--- src/rtl/pattern_detector_pkg.sv ---
// Shared types, reset defaults and length clamp for the serial pattern detector.
package pattern_detector_pkg;

    typedef enum logic {
        S_FILL  = 1'b0,
        S_ARMED = 1'b1
    } state_e;

    localparam logic [5:0]  DEFAULT_PAT = 6'b110110;
    localparam int unsigned DEFAULT_LEN = 6;

    // Length 0 means 1; anything above the history depth saturates to it.
    function automatic int unsigned clamp_len(input int unsigned len, input int unsigned max_len);
        if (len == 0)
            return 1;
        else if (len > max_len)
            return max_len;
        else
            return len;
    endfunction

endpackage

--- src/rtl/pattern_detector_if.sv ---
// Serial sample, pattern-load and match-report signals of the pattern detector.
interface pattern_detector_if #(
    parameter int unsigned PAT_W = 6,
    parameter int unsigned CNT_W = 8
);
    localparam int unsigned LEN_W = $clog2(PAT_W + 1);

    logic               en;
    logic               x;
    logic               overlap;
    logic               pat_load;
    logic [PAT_W-1:0]   pat_in;
    logic [LEN_W-1:0]   pat_len;
    logic               z;
    logic               armed;
    logic [CNT_W-1:0]   match_cnt;

    modport master (
        output en, x, overlap, pat_load, pat_in, pat_len,
        input  z, armed, match_cnt
    );

    modport slave (
        input  en, x, overlap, pat_load, pat_in, pat_len,
        output z, armed, match_cnt
    );

endinterface

--- src/rtl/pattern_detector_sat_counter.sv ---
// Saturating up-counter with synchronous active-low clear.
module sat_counter #(
    parameter int unsigned W = 8
) (
    input  logic         clk,
    input  logic         i_clr_n,
    input  logic         i_inc,
    output logic [W-1:0] o_cnt
);

    logic [W-1:0] r_cnt;

    always_ff @(posedge clk) begin
        if (!i_clr_n)
            r_cnt <= '0;
        else if (i_inc && (r_cnt != '1))
            r_cnt <= r_cnt + W'(1);
    end

    assign o_cnt = r_cnt;

endmodule

--- src/rtl/pattern_detector.sv ---
// Serial pattern detector: runtime-loadable pattern, overlap select, en qualifier,
// armed flag and saturating match count.
module pattern_detector
    import pattern_detector_pkg::*;
#(
    parameter int unsigned      PAT_W       = 6,
    parameter int unsigned      CNT_W       = 8,
    parameter logic [PAT_W-1:0] DEFAULT_PAT = PAT_W'(pattern_detector_pkg::DEFAULT_PAT),
    parameter int unsigned      DEFAULT_LEN = pattern_detector_pkg::DEFAULT_LEN
) (
    input  logic              clk,
    input  logic              reset,
    pattern_detector_if.slave bus
);

    localparam int unsigned LEN_W = $clog2(PAT_W + 1);
    localparam logic [LEN_W-1:0] RST_LEN = LEN_W'(clamp_len(DEFAULT_LEN, PAT_W));

    state_e           r_state;
    logic [PAT_W-1:0] r_hist;
    logic [LEN_W-1:0] r_fill;
    logic [PAT_W-1:0] r_pat;
    logic [LEN_W-1:0] r_len;
    logic             r_z;

    state_e           w_state_n;
    logic [PAT_W-1:0] w_hist_n;
    logic [LEN_W-1:0] w_fill_n;
    logic [PAT_W-1:0] w_pat_n;
    logic [LEN_W-1:0] w_len_n;
    logic             w_z_n;
    logic             w_inc;

    logic [PAT_W-1:0] w_shift;
    logic [LEN_W-1:0] w_fill_inc;
    logic [PAT_W-1:0] w_mask;
    logic             w_hit;

    // Candidate history after consuming x, and the compare over the low len bits.
    assign w_shift    = {r_hist[PAT_W-2:0], bus.x};
    assign w_fill_inc = (r_fill == LEN_W'(PAT_W)) ? r_fill : r_fill + LEN_W'(1);
    assign w_mask     = (PAT_W'(1) << r_len) - PAT_W'(1);
    assign w_hit      = (w_fill_inc >= r_len) && ((w_shift & w_mask) == (r_pat & w_mask));

    always_ff @(posedge clk) begin
        if (!reset) begin
            r_state <= S_FILL;
            r_hist  <= '0;
            r_fill  <= '0;
            r_pat   <= DEFAULT_PAT;
            r_len   <= RST_LEN;
            r_z     <= 1'b0;
        end else begin
            r_state <= w_state_n;
            r_hist  <= w_hist_n;
            r_fill  <= w_fill_n;
            r_pat   <= w_pat_n;
            r_len   <= w_len_n;
            r_z     <= w_z_n;
        end
    end

    // Next state: pattern load wins over sampling; en=0 freezes everything but z.
    always_comb begin
        w_state_n = r_state;
        w_hist_n  = r_hist;
        w_fill_n  = r_fill;
        w_pat_n   = r_pat;
        w_len_n   = r_len;
        w_z_n     = 1'b0;
        w_inc     = 1'b0;

        if (bus.pat_load) begin
            w_pat_n   = bus.pat_in;
            w_len_n   = LEN_W'(clamp_len(32'(bus.pat_len), PAT_W));
            w_hist_n  = '0;
            w_fill_n  = '0;
            w_state_n = S_FILL;
        end else if (bus.en) begin
            w_hist_n = w_shift;
            w_z_n    = w_hit;
            w_inc    = w_hit;
            if (w_hit && !bus.overlap) begin
                // Consumed bits may not seed the next match.
                w_fill_n  = '0;
                w_state_n = S_FILL;
            end else begin
                w_fill_n = w_fill_inc;
                if (w_fill_inc >= r_len)
                    w_state_n = S_ARMED;
            end
        end
    end

    sat_counter #(
        .W (CNT_W)
    ) u_match_cnt (
        .clk     (clk),
        .i_clr_n (reset),
        .i_inc   (w_inc),
        .o_cnt   (bus.match_cnt)
    );

    assign bus.z     = r_z;
    assign bus.armed = (r_state == S_ARMED);

endmodule

--- src/flat_wrapper.sv ---
// flat-port wrapper written by rule: the top's interface ports become plain ports
module pattern_detector_flat import pattern_detector_pkg::*;
#(
    parameter int unsigned      PAT_W       = 6,
    parameter int unsigned      CNT_W       = 8,
    parameter logic [PAT_W-1:0] DEFAULT_PAT = PAT_W'(pattern_detector_pkg::DEFAULT_PAT),
    parameter int unsigned      DEFAULT_LEN = pattern_detector_pkg::DEFAULT_LEN
)
  (clk, reset, bus_en, bus_x, bus_overlap, bus_pat_load, bus_pat_in, bus_pat_len, bus_z, bus_armed, bus_match_cnt);
  pattern_detector_if #(.PAT_W(PAT_W), .CNT_W(CNT_W)) bus_i ();
  input  logic clk;
  input  logic reset;
  input wire logic [$bits(bus_i.en)-1:0] bus_en;
  input wire logic [$bits(bus_i.x)-1:0] bus_x;
  input wire logic [$bits(bus_i.overlap)-1:0] bus_overlap;
  input wire logic [$bits(bus_i.pat_load)-1:0] bus_pat_load;
  input wire logic [$bits(bus_i.pat_in)-1:0] bus_pat_in;
  input wire logic [$bits(bus_i.pat_len)-1:0] bus_pat_len;
  output wire logic [$bits(bus_i.z)-1:0] bus_z;
  output wire logic [$bits(bus_i.armed)-1:0] bus_armed;
  output wire logic [$bits(bus_i.match_cnt)-1:0] bus_match_cnt;
  assign bus_i.en = bus_en;
  assign bus_i.x = bus_x;
  assign bus_i.overlap = bus_overlap;
  assign bus_i.pat_load = bus_pat_load;
  assign bus_i.pat_in = bus_pat_in;
  assign bus_i.pat_len = bus_pat_len;
  assign bus_z = bus_i.z;
  assign bus_armed = bus_i.armed;
  assign bus_match_cnt = bus_i.match_cnt;
  pattern_detector #(.PAT_W(PAT_W), .CNT_W(CNT_W), .DEFAULT_PAT(DEFAULT_PAT), .DEFAULT_LEN(DEFAULT_LEN)) u_core (.clk(clk), .reset(reset), .bus(bus_i));
endmodule
--- config.mk ---
export PLATFORM = sky130hd
export DESIGN_NAME = pattern_detector_flat
export DESIGN_NICKNAME = d
export VERILOG_FILES = /design/src/rtl/pattern_detector_pkg.sv /design/src/rtl/pattern_detector_if.sv /design/src/rtl/pattern_detector_sat_counter.sv /design/src/rtl/pattern_detector.sv /design/src/flat_wrapper.sv
export SDC_FILE = /design/constraint.sdc
export NUM_CORES = 1
export LEC_CHECK = 0
export CAP_MARGIN = 40
export CORE_MARGIN = 2
export CORE_UTILIZATION = 35
export CTS_CLUSTER_DIAMETER = 150
export DETAILED_ROUTE_END_ITERATION = 6
export RECOVER_POWER = 50
export SLEW_MARGIN = 5
export SYNTH_ARGS = -nofsm -noshare
export SYNTH_HDL_FRONTEND = slang
export SYNTH_SLANG_ARGS = --single-unit
--- constraint.sdc ---
create_clock -name clk -period 2.9 [get_ports clk]
set_clock_uncertainty 0.1 [all_clocks]
set_input_delay 0.58 -clock clk [delete_from_list [all_inputs] [get_ports clk]]
set_output_delay 0.58 -clock clk [all_outputs]
set_load 0.02 [all_outputs]
# Word-level counts from Yosys, hierarchy flattened

Cells that the tools add are included.

Equal/unequal tests: 3
Bitwise logic cells: 3
Add/sub/neg operators: 3
Order comparisons: 2
Multiplexer cells: 8
Shift-type cells: 1
Reductions and logical operators: 8

Operator list:

| operator                                         | number |
|---|---|
| AND 6 bit                                        | 2 |
| two-way mux 3 bit                                | 4 |
| adder 8 x 1 -> 8 bit, second input constant      | 1 |
| inequality test 8 bit, second input constant     | 1 |
| equality test 6 bit                              | 1 |
| left shift 1 x 3 -> 6 bit, first input constant  | 1 |
| subtractor 6 x 2 -> 6 bit, second input constant | 1 |
| two-way mux 1 bit                                | 4 |
| adder 3 x 1 -> 3 bit, second input constant      | 1 |
| equality test 3 bit, second input constant       | 1 |
| greater-or-equal comparator 3 bit                | 1 |
| > comparator 3 bit, second input constant        | 1 |
| logical AND 1 bit                                | 3 |
| zero test 3 bit                                  | 1 |
| AND reduction 2 bit                              | 1 |
| nonzero test 2 bit                               | 1 |
| OR reduction 2 bit                               | 1 |
| zero test 1 bit                                  | 1 |
| inverter 1 bit                                   | 1 |

Output and inout port bits: 10
Word-level logic and storage cells: 35
Input port bits: 15
Flip-flop bits (word level): 27

# Longest topological paths before layout

Depth in word-level cells: 8
Depth in mapped cells: 11
Depth with buffers taken out: 11

# Modules after synthesis

From an unflattened synthesis, not the netlist that was laid out.

Cell total of the unflattened synthesis: 153
Area, all modules: 1436.4 um2

By module, submodules not included:

| module           | times used | sequential area each (um2) | area an instance (um2) | cells an instance |
|---|---|---|---|---|
| pattern_detector | 1          | 380.4                      | 1032.2                 | 106 |
| sat_counter      | 1          | 160.2                      | 404.1                  | 47 |

# Worst setup path before layout

No wires, ideal clock.

Kind: reg2reg
Start point: register u_core.r_fill[0]
End point: register u_core.u_match_cnt.r_cnt[3] (netlist: u_core.u_match_cnt.o_cnt[3])
Period minus slack after synthesis: 2.426 ns
Arrival time: 2.254 ns
Cell stages (with the launch flop): 12
Path slack: 0.474 ns
Data required time: 2.728 ns
Buffers on the path: 0
Library setup time: 0.072 ns
Cell sequence: dfxtp_1 inv_1 ha_1 nand3b_1 o21ai_0 inv_1 ha_1 nand2_1 o21ai_0 o21ai_4 nor4b_2 mux2i_1

Word-level cells in the longest chain between the ends: 7
Elaborated cells on any way between the ends: 8
Classes of those cells: 1 x add/sub; 1 x order compare; 1 x eq/ne; 3 x mux; 2 x reduce/logical

RTL lines:

| what                                                               | RTL line                           | text |
|---|---|---|
| start: declaration                                                 | pattern_detector.sv:21             | `logic [LEN_W-1:0] r_fill;` |
| start signal: assignment                                           | pattern_detector.sv:56             | `r_fill <= w_fill_n;` |
| adder 3 x 1 -> 3 bit / equality test 3 bit (equally long branches) | pattern_detector.sv:41             | `assign w_fill_inc = (r_fill == LEN_W'(PAT_W)) ? r_fill : r_fill + LEN_W'(1);` |
| two-way mux 3 bit (*)                                              | pattern_detector.sv:41             |  |
| greater-or-equal comparator 3 bit (*)                              | pattern_detector.sv:43             | `assign w_hit = (w_fill_inc >= r_len) && ((w_shift & w_mask) == (r_pat & w_mask));` |
| logical AND 1 bit (*)                                              | pattern_detector.sv:43             |  |
| two-way mux 1 bit (*)                                              | pattern_detector.sv:79             | `end else if (bus.en) begin` |
| two-way mux 1 bit (*)                                              | pattern_detector.sv:73             | `if (bus.pat_load) begin` |
| logical AND 1 bit (*)                                              | pattern_detector_sat_counter.sv:16 | `else if (i_inc && (r_cnt != '1))` |
| end signal: assignment                                             | pattern_detector_sat_counter.sv:17 | `r_cnt <= r_cnt + W'(1);` |
| end: declaration                                                   | pattern_detector_sat_counter.sv:11 | `logic [W-1:0] r_cnt;` |

Every way passes the cells marked *; elsewhere a longest branch is shown, timed or not.
A chain may end at the register's enable or synchronous reset.

# Worst setup path after layout

Start point: register u_core.r_fill[0]
End point: register u_core.u_match_cnt.r_cnt[4] (netlist: u_core.u_match_cnt.o_cnt[4])

The elaborated chain is that of the path after synthesis.

==> results.yml <==
worst_setup_path:
  required_ns: 3.00
  path_class: "flip-flop to flip-flop"
  ff2ff_path_depth: 11
  startpoint_type: "flip-flop"
  endpoint_kind: "flip-flop"
  r2r_end: "u_core.u_match_cnt.o_cnt[4]"
  timing.rr.start: "u_core.r_fill[0]"
  rrSetupSlack_ns: 0.31
  crit_fanout: 9
  cp.arrival_ns: 2.69
sta:
  final_max_slew_viol_count: 0
  finalCritPeriodShare: 0.892
  hold_viol_final: 0
  fin_tns_setup_ns: 0
  relSlewSlack: 0.537
  setup_viol: 0
  period_minus_slack_ns: 2.59
  worst_pin_slew_ns: 0.694
  fmax_ghz: 0.387
  rsz0062_at_grt: "false"
min_path:
  whs_path_depth: 2
  hp-class: "flip-flop to flip-flop"
  hold_path_end: "u_core.u_match_cnt.o_cnt[6]"
  hp-start: "u_core.u_match_cnt.o_cnt[6]"
power:
  total_power_mw: 0.709
  ir_drop_mv: 0.225
  p_per_area_mw_per_mm2: 382
  p_leak_nw: 0.709
synth:
  ys_ff_latch: 27
  synth_area_leaders: "dfxtp_1 36%, mux2i_1 13%, ha_1 5.8%, nand2_1 5.2%, nand2b_1 4.5%"
  synth_top_cell_area_share: 0.357
  synth_edf_count: 0
  yosysSeqAreaShare: 0.357
  syn_nets: 180
  synth_xor_area_frac: 0.0463
  avgSynthCellArea_um2: 9.57
  synth-compound-area-share: 0.108
  yosys.area.top_type: "dfxtp_1"
  synth_top_family_by_area: "simple AND/OR/NAND/NOR gates"
  synth_cells: 158
  synth.mux.area_fraction: 0.126
  yosys.area_share.simple: 0.275
  yosysWarnings: 0
  async_flop_share: 0
  ys_types: 38
  ys.flop_type: "dfxtp_1"
  synth_adder_area_share: 0.0579
  syn_area_mm2: 0.00151
detailed_routing:
  firstDrtPassIters: 4
  drtIter0Drc: 58
  vias_per_cell: 5.05
  vias: 1176
  drc: 0
  routed_wl_mm: 3.05
  wl_per_cell_um: 13.1
  ant_nets: 0
global_route:
  grt_pass1_vias: 1122
  antenna_found_initial: 0
  grt_max_degree: 26
  grt_usage: 0.130
  grt_pass1_wl_mm: 5.19
  overflow: 0
die:
  dieArea_mm2: 0.00486
  ioPinCount: 25
  die_h_um: 69.7
  core_area_mm2: 0.00409
  initial_core_util: 0.370
  rows: 23
  die_w_um: 69.7
clocking:
  clk_pin_slew_worst_paths_ns: 0.09
  cts_num_sinks: 27
  clockRootBuffer: "clkbuf_8"
  cts_made_buffers: 3
  cts_tree: "built"
  cts_buffer_depth: 2
  cts.htree.levels: 1
  insertion_delay_ns: 0.27
  cts_hold_buf: 0
placement:
  numPortBuffers: 24
  dp_hpwl_mm: 2.40
  routabilityCongestion: 0.807
job:
  cap_violations: 0
final_layout:
  nNetsFinal: 206
  syn2layout_area_growth_pct: 22.7
  drive_gt1_frac: 0.104
  final_core_util: 0.454
  n_fill_cell: 395
  antenna_cells: 0
outcome:
  run_status: "completed"
==> layout by cell type, fill, tap and decap left out, types with 5 or more instances in the layout <==
cell type / n
clkdlybuf4s50_1: 19
dfxtp_1: 27
dlygate4sd3_1: 5
ha_1: 7
inv_1: 6
mux2i_1: 19
nand2_1: 21
nand2b_1: 11
nor2_1: 6
==> synthesized netlist by cell type, drive strengths merged (3+ instances only) <==
cell / n
dfxtp: 27
nand2: 23
mux2i: 19
nand2b: 11
ha: 7
inv: 6
nor2: 6
clkbuf: 5
o21ai: 5
a21oi: 4
nand3: 4
nor2b: 4
nor4: 4
nor4b: 4
xnor2: 4
xor2: 4
o32ai: 3
==> stage by stage <==
stage	hold WS [ns]	area (µm²)	worst slack, ns	cells
6_report	0.387	1860	0.313	233
5_1_grt	0.417	1860	0.0733	233
3_5_place_dp	0.382	1820	0.127	229
4_1_cts	0.396	1860	0.119	233
2_1_floorplan	0.362	1510	0.474	158
3_3_place_gp	0.372	1820	0.281	229
==> state kept, by name, indices dropped and copies added (netlist names) <==
signal and flops:
u_core.u_match_cnt.o_cnt 8, u_core.r_fill 3, u_core.r_len 3, u_core.r_hist 5, u_core.r_pat 6, u_core.bus.armed 1, u_core.bus.z 1
==> how the worst max path moves through the flow <==
stage               slack [ns]  cells after the start                          end             start
floorplan                 0.47                     11  u_core.u_match_cnt.o_cnt[3]  u_core.r_fill[0]
global route              0.07                     11  u_core.u_match_cnt.o_cnt[5]  u_core.r_fill[0]
CTS                       0.12                     11  u_core.u_match_cnt.o_cnt[5]  u_core.r_fill[0]
detailed placement        0.13                     11  u_core.u_match_cnt.o_cnt[5]  u_core.r_fill[0]
global placement          0.28                     11  u_core.u_match_cnt.o_cnt[3]  u_core.r_fill[0]
finish                    0.31                     11  u_core.u_match_cnt.o_cnt[4]  u_core.r_fill[0]
==> routing by layer <==
| metal | share of wire | track usage | up-vias | wire, µm |
|---|---|---|---|---|
| met5 | 0 | 0 | - | 0 |
| met4 | 0.0079 | 0.0449 | 0 | 24 |
| met3 | 0.040 | 0.0189 | 2 | 123 |
| met2 | 0.46 | 0.213 | 27 | 1400 |
| met1 | 0.49 | 0.175 | 540 | 1510 |
| li1 | - | - | 607 | - |
==> power breakdown <==
part / leakage [nW] / internal [mW] / total, mW / switching (mW)
clock: 0.0228 / 0.0983 / 0.215 / 0.117
sequential: 0.220 / 0.380 / 0.391 / 0.0107
combinational: 0.466 / 0.0505 / 0.103 / 0.0526
==> critical path, stage by stage (launching register included) <==
cell and delay, ns:
dfxtp_1 0.40, inv_1 0.06, ha_1 0.21, nand3b_1 0.15, o21ai_0 0.13, inv_1 0.08, ha_1 0.30, nand2_1 0.05
o21ai_1 0.30, o21ai_4 0.19, nor4_2 0.34, mux2i_1 0.23
==> cell families after synthesis <==
family / Yosys count
simple gates: 66
flops: 27
compound gates: 19
mux: 19
buf+inv: 12
xor+xnor: 8
fa+ha+maj: 7
==> layout make-up <==
| cell class | count | area (µm²) | share of cell area |
|---|---|---|---|
| clock buffers | 4 | 45.0 | 0.0243 |
| inverters | 6 | 22.5 | 0.0121 |
| multi-input cells | 119 | 927 | 0.499 |
| flip-flops and latches | 27 | 541 | 0.291 |
| well taps | 50 | 62.6 | 0.0337 |
| repair buffers | 27 | 259 | 0.139 |
==> repair_timing <==
action | in CTS | in global routing
buffers inserted | 0 | 0
gates resized for setup | 0 | 1
setup endpoints to repair | 0 | 9
hold endpoints to repair | 0 | 0
(Power assumes the default switching activity.)
